==> src/rtl/wb_arbiter.sv <==
// Register-file write-back arbiter: the pipeline has priority, and long-latency results wait in a 4-entry FIFO.
// Define WB_SCOREBOARD_EN to build the q_busy scoreboard; without it q_busy is tied to 0.
module wb_arbiter (
  input  logic        clk,
  input  logic        clrn,
  input  logic        p_we,
  input  logic [4:0]  p_wn,
  input  logic [31:0] p_d,
  input  logic        l_valid,
  input  logic [4:0]  l_wn,
  input  logic [31:0] l_d,
  output logic        l_ready,
  input  logic [4:0]  q_rn,
  output logic        q_busy,
  output logic        stall_req,
  output logic        we,
  output logic [4:0]  wn,
  output logic [31:0] d,
  output logic [2:0]  count
);

  logic [4:0]  wn_mem_r [4];
  logic [31:0] d_mem_r  [4];
  logic [3:0]  valid_r;
  logic [1:0]  wr_ptr_r;
  logic [1:0]  rd_ptr_r;
  logic [2:0]  count_r;
  logic [2:0]  starve_r;
  logic        we_r;
  logic [4:0]  wn_r;
  logic [31:0] d_r;

  logic        p_win_s;
  logic        pop_s;
  logic        push_s;
  logic        ready_s;

  // The FIFO only drains on cycles the pipeline leaves free. The pop decision reads count_r, so a result pushed this cycle cannot also be popped this cycle.
  assign p_win_s = p_we && (p_wn != 5'd0);
  assign pop_s   = !p_win_s && (count_r != 3'd0);
  assign ready_s = (count_r < 3'd4);
  assign push_s  = l_valid && ready_s && (l_wn != 5'd0);

  assign l_ready   = ready_s;
  assign stall_req = (starve_r >= 3'd3) || (count_r == 3'd4);
  assign we        = we_r;
  assign wn        = wn_r;
  assign d         = d_r;
  assign count     = count_r;

  // Write-port arbitration, FIFO storage, occupancy and starvation tracking
  always_ff @(posedge clk or negedge clrn) begin
    if (!clrn) begin
      we_r     <= 1'b0;
      wn_r     <= 5'd0;
      d_r      <= 32'd0;
      valid_r  <= 4'd0;
      wr_ptr_r <= 2'd0;
      rd_ptr_r <= 2'd0;
      count_r  <= 3'd0;
      starve_r <= 3'd0;
      for (int i = 0; i < 4; i++) begin
        wn_mem_r[i] <= 5'd0;
        d_mem_r[i]  <= 32'd0;
      end
    end else begin
      if (p_win_s) begin
        we_r <= 1'b1;
        wn_r <= p_wn;
        d_r  <= p_d;
      end else if (pop_s) begin
        we_r <= 1'b1;
        wn_r <= wn_mem_r[rd_ptr_r];
        d_r  <= d_mem_r[rd_ptr_r];
      end else begin
        we_r <= 1'b0;
      end

      if (push_s) begin
        wn_mem_r[wr_ptr_r] <= l_wn;
        d_mem_r[wr_ptr_r]  <= l_d;
        valid_r[wr_ptr_r]  <= 1'b1;
        wr_ptr_r           <= wr_ptr_r + 2'd1;
      end

      if (pop_s) begin
        valid_r[rd_ptr_r] <= 1'b0;
        rd_ptr_r          <= rd_ptr_r + 2'd1;
      end

      case ({push_s, pop_s})
        2'b10:   count_r <= count_r + 3'd1;
        2'b01:   count_r <= count_r - 3'd1;
        default: count_r <= count_r;
      endcase

      // The starvation counter saturates so that stall_req cannot drop out during a long run of pipeline writes.
      if (pop_s || (count_r == 3'd0)) begin
        starve_r <= 3'd0;
      end else if (p_win_s && (starve_r != 3'd7)) begin
        starve_r <= starve_r + 3'd1;
      end else begin
        starve_r <= starve_r;
      end
    end
  end

`ifdef WB_SCOREBOARD_EN
  logic [3:0] hit_s;

  // Match q_rn against every FIFO entry that still holds a pending write
  always_comb begin
    hit_s = 4'd0;
    for (int i = 0; i < 4; i++) begin
      hit_s[i] = valid_r[i] && (wn_mem_r[i] == q_rn);
    end
  end

  assign q_busy = (q_rn != 5'd0) &&
                  ((|hit_s) || (l_valid && ready_s && (l_wn == q_rn)));
`else
  logic unused_q_rn_s;
  assign unused_q_rn_s = &{1'b0, q_rn, valid_r};
  assign q_busy        = 1'b0;
`endif

endmodule

==> config.mk <==
export PLATFORM = sky130hd
export DESIGN_NAME = wb_arbiter
export DESIGN_NICKNAME = d
export VERILOG_FILES = /design/src/rtl/wb_arbiter.sv
export SDC_FILE = /design/constraint.sdc
export NUM_CORES = 1
export LEC_CHECK = 0
export BUFFER_PORTS_ARGS = -buffer_cell sky130_fd_sc_hd__buf_4
export CAP_MARGIN = 20
export CORE_MARGIN = 2
export CORE_UTILIZATION = 64
export CTS_BUF_LIST = sky130_fd_sc_hd__clkbuf_4
export CTS_CLUSTER_SIZE = 28
export DETAILED_ROUTE_END_ITERATION = 12
export PLACE_DENSITY_LB_ADDON = 0.2
export SLEW_MARGIN = 20
export SYNTH_ARGS = -nofsm -noshare
export SYNTH_HDL_FRONTEND = slang
export SYNTH_SLANG_ARGS = --single-unit
==> constraint.sdc <==
create_clock -name clk -period 3.22 [get_ports clk]
set_input_delay 0.161 -clock clk [delete_from_list [all_inputs] [get_ports clk]]
set_output_delay 0.161 -clock clk [all_outputs]
set_load 0.01 [all_outputs]
==> After elaboration in Yosys (flattened, before gate mapping) <==
Index checks and enable logic that the tools add are counted.
Widths: inputs -> output; s select.
{ "totals": {"elab_cells": 68, "output_inout_bits": 44, "ff_bits": 196} }
{ "op_classes": {"magnitude_cmp": 5, "n_eq_ne": 4, "reduce_logical": 16, "n_bitwise": 2, "add_sub_neg": 5, "n_mux": 21} }
{ "op_table": {"columns": ["op", "n"], "rows": [
  ["$mux 32", 5],
  ["$bwmux 128", 1],
  ["$bmux 32 s2", 1],
  ["$demux 32 s2", 1],
  ["$mux 5", 5],
  ["$bwmux 20", 1],
  ["$bmux 5 s2", 1],
  ["$demux 5 s2", 1],
  ["$reduce_bool 5->1", 2],
  ["$add 3x1->3 const B", 2],
  ["$ge 3x3->1 const B", 2],
  ["$logic_and 1x1->1", 6],
  ["$mux 3", 2],
  ["$not 2->3", 2],
  ["$pmux 3 s2", 1],
  ["$reduce_bool 2->1", 3],
  ["$add 2x1->2 const B", 2],
  ["$eq 3x3->1 const B", 1],
  ["$ge 3x2->1 const B", 1],
  ["$logic_not 3->1", 1],
  ["$lt 3x1->1 const B", 1],
  ["$lt 3x3->1 const B", 1],
  ["$ne 3x3->1 const B", 1],
  ["$reduce_bool 3->1", 1],
  ["other kinds (6)", 8]
]} }

==> Depth between registers and ports, before layout <==
Gate-level depths: netlist of the first run.
{ "logic_depth": {"ltp_word": 6, "mapped_depth": 10, "mapped_depth_nobuf": 9} }

==> Worst setup path before layout of the first run <==
Ideal clock, no wire load.
{ "synth_path": {"kind": "flip-flop to flip-flop", "from": "register count_r[0] (netlist: count[0])", "to": "register count_r[2] (netlist: count[2])", "required_ps": 3140, "stages_incl_launch_ff": 11, "setup_slack_ps": 1084, "arrival_time_ps": 2056, "setup_ps": 80, "cell_sequence": "dfrtp_1 > inv_1 > nand3_1 > clkbuf_1 > and2_1 > ha_1 > inv_1 > fa_1 > xor2_1 > nor2_1 > xnor2_1"} }
{ "synth_between": {"elab_cells_between_ends": 11, "cone_classes": "2 x add/sub; 1 x order compare; 2 x eq/ne; 1 x mux; 5 x reduce/logical"} }
{ "synth_rtl": {"columns": ["item", "line", "source"], "rows": [
  ["start, declared", "27", "logic [2:0] count_r;"],
  ["start signal, assigned", "92", "2'b10: count_r <= count_r + 3'd1;"],
  ["start signal, assigned", "93", "2'b01: count_r <= count_r - 3'd1;"],
  ["start signal, assigned", "94", "default: count_r <= count_r;"],
  ["$reduce_bool 3->1 *", "40", "assign pop_s = !p_win_s && (count_r != 3'd0);"],
  ["$logic_and 1x1->1 *", "40", null],
  ["named net pop_s", "34", "logic pop_s;"],
  ["$eq 2x1->1 / $eq 2x2->1 (equally long branches)", "91", "case ({push_s, pop_s})"],
  ["$pmux 3 s2 / $reduce_bool 2->1 (equally long branches)", null, null]
]} }
The timed path passes the listed nets; every way through them passes the cells marked *.
A chain may end at the register's enable or synchronous reset.

==> Worst setup path after layout of the first run <==
{ "layout_path": {"from": "input p_wn[1]", "to": "register wn_r[4] (netlist: wn[4])"} }
{ "layout_between": {"elab_chain_cells": 5, "elab_cells_between_ends": 6, "cone_classes": "1 x mux; 5 x reduce/logical"} }
{ "layout_lines": {"columns": ["item", "line", "source"], "rows": [
  ["start, declared", "7", "input logic [4:0] p_wn,"],
  ["$reduce_bool 5->1 *", "39", "assign p_win_s = p_we && (p_wn != 5'd0);"],
  ["$logic_and 1x1->1 *", "39", null],
  ["$logic_not 1->1", "40", null],
  ["$logic_and 1x1->1", "40", null],
  ["$reduce_bool 2->1 (no line)", null, null],
  ["end signal, assigned", "69", "wn_r <= p_wn;"],
  ["end signal, assigned", "73", "wn_r <= wn_mem_r[rd_ptr_r];"],
  ["end, declared", "30", "logic [4:0] wn_r;"]
]} }
Every way passes the cells marked *; elsewhere a longest branch is shown, timed or not.

==> reports/results.txt, run 1 <==
Main area contributors after synthesis - dfrtp_1 53%, mux2_4 19%, mux4_2 9.0%, mux2_2 3.4%, nand2_1 3.0%
Crit path buffers/inverters - 4
Standard-cell row count - 44
Fin crit share - 79.7%
Worst path max stage delay - 0.63 ns
Total CTS buffers - 17
Relative slew slack - 38.4%
Worst min path class - input port to async pin
Seq pwr share - 41.7%
Synth Area in Adders - 1.29%
Post-synth net total - 707
Yosys reg bits - 196
Multiplexer area fraction after synthesis - 32.0%
Via count - 5806
Mapped Area - 9290 um^2
Core footprint - 14400 um^2
Power Density - 942 nW/um^2
Final TNS setup - 0 ns
Clock power frac - 14.2%
Routed WL - 19900 um
Clk_lat worst skew - 0.59 ns
VDD IR max - 493 uV
Layout cell share with drive strength beyond 1 - 43.5%
Leakage power - 5.43 nW
Post-DP HPWL - 11600 um
Largest family of logic cells by synthesized area - multiplexers
Post-CTS sizing - 0
Crit Path Class - input port to flip-flop
Worst-path fanout max - 79
DRT Pass-1 Iters - 5
DR iter-0 viols - 430
Slowest cell on crit path - buf_4
R2R cell count - 9
Sequential share of the synthesized area - 52.8%
CP Data Arrival Time - 3.11 ns
Sw Pwr - 3.38 mW
RSZ-0062 raised after global routing - no
Simple-Gate Fraction of Synth Area - 5.99%
DR WL/cell - 19.8 um
Synth area leader - dfrtp_1
Max Root-Sink Buffers - 2
Crit end category - flip-flop
Achievable Freq - 0.390 GHz
Clk pin slew, worst setup/hold paths - 0.15 ns
Initial Util - 64.7%
Delay-heaviest family, CP - buffers and inverters
CTS root buf - clkbuf_4
Logic pwr share - 44.1%
Nets - 897
CTS tree - built
Port buffer count - 120
Design Power - 10.7 mW
Global-route wire length before repair - 33400 um
Total GRT Usage - 27.3%
Layout Skew - 0.0221 ns
Run status - completed
Die Wd - 125 um
# fillers - 807
IO Pins - 127
Final Critical Period - 2.57 ns
Final hold vios - 0
Synth cell types - 32
Pint - 7.28 mW
Post-synthesis compound-gate area fraction - 3.02%
Initial antenna violation count - 1
R2R Setup Slk - 0.72 ns
Cell Chain, Critical Path - dlygate4sd3_1 > buf_4 > or4_1 > o21ai_4 > buf_4 > a32oi_1 > dlygate4sd3_1 > nand2_1
Number of global-route vias before repair - 6444
Worst Max-Slew Pin Slew - 0.924 ns
Num Clock Sinks - 196
Worst R2R End - count[2]
Final cell count without fillers - 1003
Sw Share - 31.7%
Die H - 125 um
Slew Limit Fails - 0
GR Overflow Total - 0
Pin count of the biggest net entering global routing - 99
Antenna viol nets, final - 0
Post-Synthesis Cells - 615
Max-Cap Viols - 0
Inst Count DP - 892
Drt via density - 5.79
Post-synth top area share - 52.8%
Die area - 15500 um^2
Number of remaining DRC errors - 0
Post-Synth XOR/XNOR Area - 0.660%
CP startpoint kind - input port
Critical Path RT - 3.76 ns
CTS H-tree depth - 4
Endpoints failing setup - 0
Area delta synth->final - 21.7%
Routability cong. - 0.801
Ys Warns - 0
Worst r2r src - count[2]
Syn_area_per_cell - 15.1 um^2
-- worst reg2reg max path, delay by kind of cell, from the launching register on --
| kind | cells | cell delay, ns |
|---|---|---|
| compound gates | 1 | 0.83 |
| buf+inv | 3 | 0.39 |
| xor+xnor | 2 | 0.27 |
| fa+ha+maj | 2 | 0.42 |
| flops | 1 | 0.43 |
| simple gates | 1 | 0.07 |
-- worst max path at each step --
stage / from / endpoint / slack, ns / depth (start not counted)
after floorplan: count[0] / count[2] / 1.08 / 10
after global placement: l_wn[1] / count[2] / 0.72 / 10
after detailed placement: l_wn[1] / count[2] / 0.68 / 10
after CTS: count[2] / count[1] / 0.73 / 7
after global routing: p_wn[1] / wn[4] / 0.53 / 8
final: p_wn[1] / wn[4] / 0.65 / 8
-- layout by cell type (no fill, tap or decap), drive strengths merged --
master,instances
and2,1
a211oi,1
clkinv,7
xor2,3
a21oi,1
o21ai,2
conb,1
dfrtp,196
mux2,148
nor3,4
a32oi,2
or3,1
nor2,37
clkbuf,19
xnor2,4
clkinvlp,2
mux4,37
mux2i,2
ha,8
fa,1
dlygate4sd3,78
diode,1
buf,130
inv,8
a31oi,35
or4,1
o31ai,1
bufinv,5
o311a,1
nand2,78
nand3,4
-- through the flow --
stage / util (%) / cell area (um^2) / worst slack [ns] / hold slack [ns]
after floorplan: - / 9290 / 1.08 / -0.135
after global placement: 70.8 / 10200 / 0.719 / 0.281
after detailed placement: 70.8 / 10200 / 0.680 / 0.300
after CTS: 78.7 / 11300 / 0.728 / 0.217
after global routing: 78.7 / 11300 / 0.531 / 0.240
final: 78.7 / 11300 / 0.653 / 0.196
-- area by class of cell --
class                           instances  area [um^2]  share of cell area (%)
Inverter                                8         30.0                   0.266
Tap cell                              184          230                    2.04
Sequential cell                       196         4910                    43.4
Timing Repair Buffer                  209         1780                    15.8
Multi-Input combinational cell        373         4010                    35.5
Clock buffer                           18          135                    1.19
Antenna cell                            1         2.50                  0.0221
Clock inverter                         14          210                    1.86
-- Yosys cell counts, drive strengths merged --
library cell and number:
nand2 78, conb 1, mux2 148, xnor2 4, a21oi 1, o311a 1, nand3 4, mux4 37
o31ai 1, and2 1, o21ai 2, dfrtp 196, buf 25, a32oi 2, mux2i 2, xor2 3
inv 8, nor3 4, ha 8, a211oi 1, or3 1, fa 1, clkbuf 13, a31oi 35
nor2 37, or4 1
-- power by group through the flow --
stage               Sequential (mW)  Combinational, mW  Clock [mW]
floorplan                      4.32               3.51           0
global placement               4.37               4.50           0
detailed placement             4.48               4.61           0
CTS                            4.43               4.72        1.53
global route                   4.60               5.06        1.64
finish                         4.44               4.70        1.51
-- cell families after synthesis --
kind of cell,Yosys count
DFF,196
muxes,187
and+or+nand+nor,126
buffers and inverters,46
AOI/OAI and AO/OA,43
adders and majority gates,9
xor gates and xnor gates,7
other,1
-- flip-flops by register name, indices dropped and copies added (netlist names) --
register and count:
wr_ptr_r 2, rd_ptr_r 2, count 3, starve_r 3
wn_mem_r 20, wn 5, we 1, d 32
d_mem_r 128
-- what timing repair did --
action	in CTS	in global routing
endpoints found under the hold margin	281	0
hold buffers	78	0
buffers inserted	0	0
-- routing by layer --
metal,GRT usage (%),share of wire (%)
met5,0,0
met4,9.58,2.7
met3,5.50,4.5
met2,45.3,50
met1,36.2,43
Note: power is estimated with default switching activity, not from simulation.
==> run 2: changes to the inputs <==
--- a/config.mk
+++ b/config.mk
@@ -5,10 +5,11 @@
 export SDC_FILE = /design/constraint.sdc
 export NUM_CORES = 1
 export LEC_CHECK = 0
+export ABC_AREA = 1
 export BUFFER_PORTS_ARGS = -buffer_cell sky130_fd_sc_hd__buf_4
 export CAP_MARGIN = 20
 export CORE_MARGIN = 2
-export CORE_UTILIZATION = 64
+export CORE_UTILIZATION = 60
 export CTS_BUF_LIST = sky130_fd_sc_hd__clkbuf_4
 export CTS_CLUSTER_SIZE = 28
 export DETAILED_ROUTE_END_ITERATION = 12
==> constraint.sdc (replaced) <==
create_clock -name clk -period 2.4 [get_ports clk]
set_input_delay 0.12 -clock clk [delete_from_list [all_inputs] [get_ports clk]]
set_output_delay 0.12 -clock clk [all_outputs]
set_load 0.01 [all_outputs]
==> run 2 against run 1 <==
  * Design area is 2.5% higher
  * Synthesized area is 4.0% higher
  * Clock-buffer cell count is 6 higher
  * Setup slack worse by 0.23 ns
  * Sequential power is 27% higher
  * Routed wire length is 22% higher
  * Worst hold slack worse by 0.15 ns
  * Via count is 47% higher
==> reports/results.txt, run 2 <==
Run status - completed
Number of flops mapped to enable cells by yosys - 0 (unchanged)
Worst R2R End - count[2]
Crit Path Class - flip-flop to output port
Design Power - 13.2 mW (+24%)
Final hold vios - 0 (unchanged)
Die H - 131 um (+5.2%)
Critical Path RT - 2.28 ns (-1.48 ns)
Layout Skew - 0.0167 ns (-0.00542 ns)
Multiplexer area fraction after synthesis - 0.104% (-32 points)
Top FF cell, synth - dfrtp_1
Number of remaining DRC errors - 0 (unchanged)
Synth cell types - 28 (-13%)
Commonest cells in the netlist - 344 x nand2_1, 227 x nand3_1, 196 x dfrtp_1, 196 x inv_1, 139 x o21ai_0
Worst Max-Slew Pin Slew - 0.900 ns (-0.0242 ns)
CTS tree - built
Max Root-Sink Buffers - 2 (unchanged)
Yosys reg bits - 196 (unchanged)
Area delta synth->final - 19.9%
R2R cell count - 10 (+1)
Post-synthesis compound-gate area fraction - 8.01% (+5.0 points)
RSZ-0062 raised after global routing - no
Final Critical Period - 1.97 ns
Clk_lat worst skew - 0.58 ns (about the same)
Cell with the most instances after synthesis - nand2_1
Core footprint - 15800 um^2 (+10%)
Most common cell after layout, fill and taps aside - nand2_1
Standard-cell row count - 46 (+4.5%)
Drt via density - 5.28 (-8.7%)
Ys Warns - 0 (unchanged)
Reg area - 4910 um^2 (about the same)
CP Data Arrival Time - 1.85 ns (-1.26 ns)
Initial antenna violation count - 1 (unchanged)
DRT Pass-1 Iters - 5 (unchanged)
Commonest cells after routing, fill and taps aside - 344 x nand2_1, 223 x nand3_1, 196 x inv_1
Synth area leader - dfrtp_1
Worst r2r src - count[2]
Clk pin slew, worst setup/hold paths - 0.13 ns (-0.02 ns)
Sequential share of the synthesized area - 50.8% (-2.0 points)
Worst min path class - input port to flip-flop
Leakage power - 6.17 nW (+14%)
Die area - 17100 um^2 (+11%)
Total GRT Usage - 29.8% (+2.6 points)
Port buffer count - 120 (unchanged)
Max FFs per register - 128 (unchanged)
Endpoints failing setup - 0 (unchanged)
Routability cong. - 0.760 (-5.2%)
CTS H-tree depth - 4 (unchanged)
Layout cell share with drive strength beyond 1 - 13.1% (-30 points)
Synth Area in Adders - 1.24% (-0.050 points)
GR Overflow Total - 0 (unchanged)
Routed WL - 24200 um (+22%)
Post-synth top area share - 50.8% (-2.0 points)
Slew Limit Fails - 0 (unchanged)
IO Pins - 127 (unchanged)
CP startpoint kind - flip-flop
Most flops, register - d_mem_r
Antenna viol nets, final - 0 (unchanged)
Place WS - 0.458 ns (-0.221 ns)
Number of global-route vias before repair - 8001 (+24%)
# fillers - 1240 (+54%)
DR WL/cell - 15.0 um (-24%)
FFs w/ async S/R, synth - 100% (unchanged)
Power Density - 1140 nW/um^2 (+21%)
Die Wd - 131 um (+5.2%)
Worst-path fanout max - 3 (-96%)
VDD IR max - 833 uV (+69%)
Syn_area_per_cell - 7.86 um^2 (-48%)
Crit path setup slack, layout - 0.428 ns (-0.226 ns)
Largest family of logic cells by synthesized area - simple AND/OR/NAND/NOR gates
Global-route wire length before repair - 39300 um (+18%)
Mapped Area - 9660 um^2 (+4.0%)
Fin crit share - 82.2%
Pin count of the biggest net entering global routing - 78 (-21%)
CTS root buf - clkbuf_4
Via count - 8533 (+47%)
Post-Synth XOR/XNOR Area - 0.453% (-0.21 points)
Simple-Gate Fraction of Synth Area - 26.1% (+20 points)
Achievable Freq - 0.507 GHz
Setup crit start - starve_r[0]
Total CTS buffers - 17 (unchanged)
Main area contributors after synthesis - dfrtp_1 51%, nand2_1 13%, nand3_1 12%, inv_1 7.6%, o21ai_0 7.2%
Post-synth net total - 1322 (+87%)
Crit end category - output port
Nets - 1478 (+65%)
Multi-input combinational cell area - 3500 um^2 (-13%)
DR iter-0 viols - 696 (+62%)
R2R Setup Slk - 0.44 ns (-0.28 ns)
Initial Util - 61.1% (-3.6 points)
Max-Cap Viols - 0 (unchanged)
Post-DP HPWL - 14000 um (+21%)
Crit path to - stall_req
Setup bufs post-CTS - 0 (unchanged)
Post-Synthesis Cells - 1230 (+100%)
Num Clock Sinks - 196 (unchanged)
Final TNS setup - 0 ns (unchanged)
Relative slew slack - 40.0% (+1.6 points)
==> run 2: kinds of logic after synthesis <==
kind of cell | count (synthesis)
xor gates and xnor gates | 5
DFF | 196
adders and majority gates | 9
muxes | 1
other | 1
buffers and inverters | 278
AOI/OAI and AO/OA | 154
and+or+nand+nor | 586
==> run 2: worst min-delay path by stage <==
stage                       start            to  slack [ns]  cells past startpoint
final                     l_valid   wr_ptr_r[0]        0.04                      5
after global routing      l_valid   wr_ptr_r[0]        0.03                      5
after CTS                 l_valid   wr_ptr_r[0]       0.006                      5
after detailed placement     clrn  d_mem_r[104]        0.19                      1
after global placement       clrn          d[8]        0.18                      1
after floorplan              clrn      count[0]       -0.18                      0
==> run 2: cell type report <==
type                       count  share of cell area [%]
antenna                        1                  0.0216
clock buffer                  24                    1.55
clock inverter                 7                   0.507
inverter                     198                    6.41
multi-input combinational    756                    30.2
sequential                   196                    42.3
tap                          216                    2.33
timing repair buffer         217                    16.6
==> run 2: what timing repair did <==
| action | CTS | global route |
|---|---|---|
| gates resized for setup | 0 | 0 |
| hold endpoints to repair | 259 | 0 |
| hold buffers | 76 | 0 |
==> run 2: metal layers <==
layer / wire, um / GRT usage [%] / vias to the layer above
li1: - / - / 4153
met1: 10600 / 40.5 / 4041
met2: 11800 / 50.1 / 303
met3: 1400 / 4.80 / 36
met4: 387 / 8.70 / 0
met5: 0 / 0 / -
==> run 2: power by group <==
group / leakage [nW] / total, mW / internal, mW / switching (mW)
combinational: 3.58 / 5.96 / 2.37 / 3.59
sequential: 2.45 / 5.62 / 4.78 / 0.839
clock: 0.137 / 1.60 / 0.576 / 1.02
==> run 2: worst max-delay path, stage by stage (launching register included) <==
cell      delay (ns)
dfrtp_1         0.43
ha_1            0.23
ha_1            0.18
nor2_1          0.08
o311ai_0        0.17
buf_4           0.19
==> run 2: per-stage QoR <==
step | util (%) | std cells | instance area (um^2) | hold WS [ns]
2_1_floorplan | - | 1230 | 9660 | -0.176
3_3_place_gp | 66.9 | 1507 | 10600 | 0.184
3_5_place_dp | 66.9 | 1507 | 10600 | 0.187
4_1_cts | 73.2 | 1614 | 11600 | 0.00642
5_1_grt | 73.2 | 1615 | 11600 | 0.0315
6_report | 73.2 | 1615 | 11600 | 0.0441
